<file path="config.mk">
export PLATFORM = sky130hd
export DESIGN_NAME = cdc_tx_arbiter
export DESIGN_NICKNAME = d
export VERILOG_FILES = /design/src/rtl/cdc_arb_pkg.sv /design/src/rtl/cdc_rr_picker.sv /design/src/rtl/cdc_tx_arbiter.sv
export SDC_FILE = /design/constraint.sdc
export NUM_CORES = 1
export LEC_CHECK = 0
export BUFFER_PORTS_ARGS = -buffer_cell sky130_fd_sc_hd__buf_2
export CAP_MARGIN = 20
export CORE_UTILIZATION = 42
export DETAILED_ROUTE_END_ITERATION = 8
export GPL_ROUTABILITY_DRIVEN = 0
export PLACE_DENSITY = 0.75
export SYNTH_ARGS = -nofsm -noshare
export SYNTH_HDL_FRONTEND = slang
export SYNTH_SLANG_ARGS = --single-unit
</file>
<file path="constraint.sdc">
create_clock -name CdcArb_CLK -period 1.68 [get_ports CdcArb_CLK]
set_input_delay 0.336 -clock CdcArb_CLK [delete_from_list [all_inputs] [get_ports CdcArb_CLK]]
set_output_delay 0.336 -clock CdcArb_CLK [all_outputs]
set_load 0.005 [all_outputs]
</file>
<file path="src/rtl/cdc_arb_pkg.sv">
// Shared definitions for the CDC transmit arbiter: state encoding, default
// parameter values and the hold/gap counter sizing helper.
package cdc_arb_pkg;

    typedef enum logic [1:0] {
        ST_IDLE = 2'd0,
        ST_HOLD = 2'd1,
        ST_GAP  = 2'd2
    } arb_state_t;

    localparam int DEF_NREQ        = 4;
    localparam int DEF_WIDTH       = 8;
    localparam int DEF_HOLD_CYCLES = 4;
    localparam int DEF_GAP_CYCLES  = 3;
    // Destination synchronizer depth; HOLD and GAP must each be at least this + 1.
    localparam int SYNC_STAGES     = 2;

    // Bits needed by a down-counter that is loaded with max(hold, gap) - 1.
    function automatic int cnt_width(input int hold, input int gap);
        int m;
        m = (hold > gap) ? hold : gap;
        return (m <= 2) ? 1 : $clog2(m);
    endfunction

endpackage

</file>
<file path="src/rtl/cdc_rr_picker.sv">
// Combinational round-robin selector: first requester at or after
// last_grant+1 (modulo NREQ) wins.
module cdc_rr_picker #(
    parameter int NREQ = 4
) (
    input  logic [NREQ-1:0]         req,
    input  logic [$clog2(NREQ)-1:0] last_grant,
    output logic                    valid,
    output logic [$clog2(NREQ)-1:0] index
);
    localparam int IDW = $clog2(NREQ);

    logic [IDW-1:0]  cand [NREQ];
    logic [NREQ-1:0] hit;

    // cand[gi] is the requester examined at priority position gi.
    for (genvar gi = 0; gi < NREQ; gi++) begin : g_cand
        logic [IDW:0] sum;
        assign sum       = {1'b0, last_grant} + (IDW+1)'(gi + 1);
        assign cand[gi]  = (sum >= (IDW+1)'(NREQ)) ? IDW'(sum - (IDW+1)'(NREQ))
                                                   : sum[IDW-1:0];
        assign hit[gi]   = req[cand[gi]];
    end

    always_comb begin
        valid = |hit;
        index = '0;
        for (int i = NREQ - 1; i >= 0; i--) begin
            if (hit[i]) begin
                index = cand[i];
            end
        end
    end

endmodule

</file>
<file path="src/rtl/cdc_tx_arbiter.sv">
// Source-domain arbiter feeding a mux-select synchronizer: captures one
// requester's data, holds it with bus_enable high, then enforces a low gap.
module cdc_tx_arbiter
    import cdc_arb_pkg::*;
#(
    parameter int NREQ        = DEF_NREQ,
    parameter int WIDTH       = DEF_WIDTH,
    parameter int HOLD_CYCLES = DEF_HOLD_CYCLES,
    parameter int GAP_CYCLES  = DEF_GAP_CYCLES
) (
    input  logic                    CdcArb_CLK,
    input  logic                    CdcArb_RST,
    input  logic [NREQ-1:0]         CdcArb_req,
    input  logic [NREQ*WIDTH-1:0]   CdcArb_data,
    output logic [NREQ-1:0]         CdcArb_ack,
    output logic [WIDTH-1:0]        CdcArb_unsync_bus,
    output logic                    CdcArb_bus_enable,
    output logic [$clog2(NREQ)-1:0] CdcArb_src_id,
    output logic                    CdcArb_busy
);
    localparam int IDW   = $clog2(NREQ);
    localparam int CNT_W = cnt_width(HOLD_CYCLES, GAP_CYCLES);

    arb_state_t       state_reg;
    logic [CNT_W-1:0] cnt_reg;
    logic [IDW-1:0]   last_grant_reg;
    logic [NREQ-1:0]  ack_reg;
    logic [WIDTH-1:0] bus_reg;
    logic             en_reg;
    logic [IDW-1:0]   src_reg;

    logic             pick_valid;
    logic [IDW-1:0]   pick_index;
    logic [WIDTH-1:0] data_arr [NREQ];

    for (genvar gi = 0; gi < NREQ; gi++) begin : g_data
        assign data_arr[gi] = CdcArb_data[gi*WIDTH +: WIDTH];
    end

    cdc_rr_picker #(.NREQ(NREQ)) u_picker (
        .req        (CdcArb_req),
        .last_grant (last_grant_reg),
        .valid      (pick_valid),
        .index      (pick_index)
    );

    always_ff @(posedge CdcArb_CLK or negedge CdcArb_RST) begin
        if (!CdcArb_RST) begin
            state_reg      <= ST_IDLE;
            cnt_reg        <= '0;
            last_grant_reg <= IDW'(NREQ - 1);
            ack_reg        <= '0;
            bus_reg        <= '0;
            en_reg         <= 1'b0;
            src_reg        <= '0;
        end else begin
            ack_reg <= '0;
            case (state_reg)
                ST_IDLE: begin
                    // Requests are only looked at here, so HOLD/GAP ignore them.
                    if (pick_valid) begin
                        state_reg      <= ST_HOLD;
                        cnt_reg        <= CNT_W'(HOLD_CYCLES - 1);
                        bus_reg        <= data_arr[pick_index];
                        src_reg        <= pick_index;
                        last_grant_reg <= pick_index;
                        ack_reg        <= NREQ'(1) << pick_index;
                        en_reg         <= 1'b1;
                    end
                end
                ST_HOLD: begin
                    if (cnt_reg == '0) begin
                        state_reg <= ST_GAP;
                        cnt_reg   <= CNT_W'(GAP_CYCLES - 1);
                        en_reg    <= 1'b0;
                    end else begin
                        cnt_reg <= cnt_reg - CNT_W'(1);
                    end
                end
                ST_GAP: begin
                    if (cnt_reg == '0) begin
                        state_reg <= ST_IDLE;
                    end else begin
                        cnt_reg <= cnt_reg - CNT_W'(1);
                    end
                end
                default: begin
                    state_reg <= ST_IDLE;
                    en_reg    <= 1'b0;
                end
            endcase
        end
    end

    assign CdcArb_ack        = ack_reg;
    assign CdcArb_unsync_bus = bus_reg;
    assign CdcArb_bus_enable = en_reg;
    assign CdcArb_src_id     = src_reg;
    assign CdcArb_busy       = (state_reg != ST_IDLE);

endmodule

</file>
==> results.md <==
* Drt wl/cell at 13.8 um
* Final hold slack at 0.333 ns
* CTS Buf Count at 3
* Critical R2R Capture: CdcArb_unsync_bus[7]
* Synthesized flop and latch total at 21
* Synth warnings at 0
* Crit path time final at 1.62 ns
* Arr. time, crit path at around 1.8 ns
* CP Max Fanout at 5
* Pre-antenna DRT Iters at 6
* N_diodes at 0
* Critical path type: reg -> reg
* Clock power share at 8.4%
* Post-Syn Instances at 136
* Status: complete, but fails checks
* Fillers at 256
* Placement row count at 19
* DPL Wire Length at between 2000 and 2500 um
* Max reg flops at 8
* Die W at roughly 57 um
* Most frequent cells in the layout: buf_2, dfrtp_1, nor2_1, a211oi_1, inv_1
* Slew Limit Fails at 0
* Final hold vios at 0
* Vias in the first global route at 1138
* Clk_lat worst skew at approximately 0.32 ns
* CTS root buf: clkbuf_4
* Critical R2R Launch: last_grant_reg[0]
* Vias at 1230
* Largest net degree at the start of global routing at 22
* Critical path capture point type: flop
* Die area at 3230 um2
* Sequential Power Share at 30.9%
* DRC at 2
* Final period utilization at 96.7%
* # clock sinks at 21
* Internal power at 1710 uW
* WP data required at about 1.9 ns
* Post-layout util at 60.9%
* Buffers added on ports at 53
* CTS tree: built
* Mapped Nets at 180
* Nets@finish at between 200 and 250
* First-pass GRT wire length at approximately 4800 um
* Initial DRC count at 40
* Net Sw Power at 1280 uW
* Tot Pwr at ~3000 uW
* Initial Util at between 40 and 50%
* Endpoints failing setup at 0
* CP startpoint kind: flop
* Dominant cell type by area after synthesis: dfrtp_1
* Die H at 56.8 um
* I/O pin total at 54
* Overflow after GRT at 0
* Met3 WL at about 130 um
* Power share of the combinational group at between 60 and 70%
* Clock-pin slew on the worst setup and hold paths at 0.11 ns
* GRT Total Usage at 19.9%
* Met2 WL at 1590 um
* Hold EP: CdcArb_unsync_bus[5]
* Violated checks: DRC
* Ranking of synthesized cells by area: dfrtp_1, a211oi_1, mux2i_1
* Vias per cell at 5.26
* Post-Layout Cell Count at 234
* Area Overhead vs Synth at 35.4%
* Antenna-violating nets left at 0
* Maximum clock path buffer count at 2
* PD cells at 1750 nW/um2
* Max Used Layer: met4
* Rel. slew slack at 68.1%
* Final setup skew at 0.00321 ns
* Placed Cells at about 220
* Worst Hold Depth at 3
* Mean area per synthesized cell at ~9.3 um2
* Reg2Reg Depth at 5
* Post-synth top area share at between 30 and 40%
* Maximum achievable frequency at 616 MHz
* Distinct cells, synth at 30
* Met1 WL at 1450 um
* Final WL at 3230 um
* Initial antenna violation count at 0
* Worst min-delay path class: in -> reg
* Fraction of layout instances using a drive strength above 1 at 42.4%
* Hold Crit Start: CdcArb_data[13]
* Worst Tran Pin Value at 0.479 ns
* Max VDD drop at 0.000721 V
* Sequential share of the synthesized area at 41.9%
* Maxcap violations at 0
* H-Tree Depth at 1
* Netlist Area Pre-Place at 1260 um2
* Reg2Reg Setup Slack at 0.06 ns
* Leak at 0.000867 uW
* Net Sw Frac at 42.9%
* Commonest non-fill, non-tap cell in the layout: buf_2
* Core Footprint at 2810 um2
[stage by stage]
stage	TNS, ns	worst slack (ns)	instance area [um2]
2_1_floorplan	0	0.0576	1260
3_3_place_gp	0	0.0187	1590
3_5_place_dp	-0.112	-0.0346	1590
4_1_cts	0	0.0105	1640
5_1_grt	-0.0131	-0.0131	1710
6_report	0	0.0559	1710
[what timing repair did]
action | 4_1_cts | 5_1_grt
cloned | 1 | 2
setup endpoints to repair | 8 | 9
endpoints found under the hold margin | 19 | 0
pin swaps | 0 | 3
gates resized for setup | 1 | 11
setup buffers | 0 | 3
hold buffers | 1 | 0
[per-layer routing]
layer	GRT usage, %	vias to the layer above
met5	0	-
met4	9.41	0
met3	2.76	5
met2	35.4	40
met1	23.6	566
li1	-	619
[worst max-delay path by stage]
stage,cells past startpoint,endpoint,startpoint
after global placement,5,CdcArb_unsync_bus[0],last_grant_reg[0]
after CTS,4,CdcArb_unsync_bus[4],last_grant_reg[1]
after detailed placement,7,CdcArb_unsync_bus[4],state_reg[0]
final,5,CdcArb_unsync_bus[7],last_grant_reg[0]
after floorplan,7,CdcArb_unsync_bus[1],last_grant_reg[0]
after global routing,5,CdcArb_unsync_bus[7],last_grant_reg[0]
[critical path: stages (launching register included)]
cell	delay (ns)
dfstp_2	0.58
nand2b_4	0.13
a21o_1	0.19
and3_4	0.26
mux2i_1	0.23
a211oi_1	0.10
[synthesized netlist by cell type]
library cell and number:
o221a_2 1, dfstp_2 2, a41oi_1 1, a22o_1 1, and2_1 1, nor3_1 2, nor2b_1 1, nand2_1 10
and3_4 1, buf_4 1, a211oi_1 17, a31oi_1 8, nor4_2 1, dfrtp_1 19, or2_2 1, o21ai_4 1
nor2b_4 1, clkbuf_1 1, mux2i_1 8, buf_8 1, ha_1 6, inv_1 14, nand3_1 1, o21ai_0 5
o21ai_2 1, buf_2 2, a21o_1 1, nand2b_1 3, nor2_1 18, a21oi_1 6
[cell families after synthesis]
| family | count (synthesis) | synth area share (%) |
|---|---|---|
| compound gates | 42 | 23.3 |
| simple gates | 40 | 15.5 |
| flops | 21 | 41.9 |
| buf+inv | 19 | 7.04 |
| mux | 8 | 6.35 |
| fa+ha+maj | 6 | 5.95 |
[power groups by stage]
stage	clock (uW)	sequential, uW	combinational (uW)
after global routing	273	955	2000
after detailed placement	0	934	1600
after floorplan	0	945	1040
after CTS	265	926	1640
after global placement	0	920	1540
final	252	923	1820
[cell type report]
type | instances | area (um2) | share of cell area (%)
well taps | 31 | 38.8 | 2.27
repair buffers | 65 | 362 | 21.2
multi-input cells | 99 | 701 | 41.0
inverters | 14 | 52.6 | 3.08
clock buffers | 4 | 26.3 | 1.54
flip-flops and latches | 21 | 528 | 30.9
No activity file was read; power rests on OpenSTA's default activity.
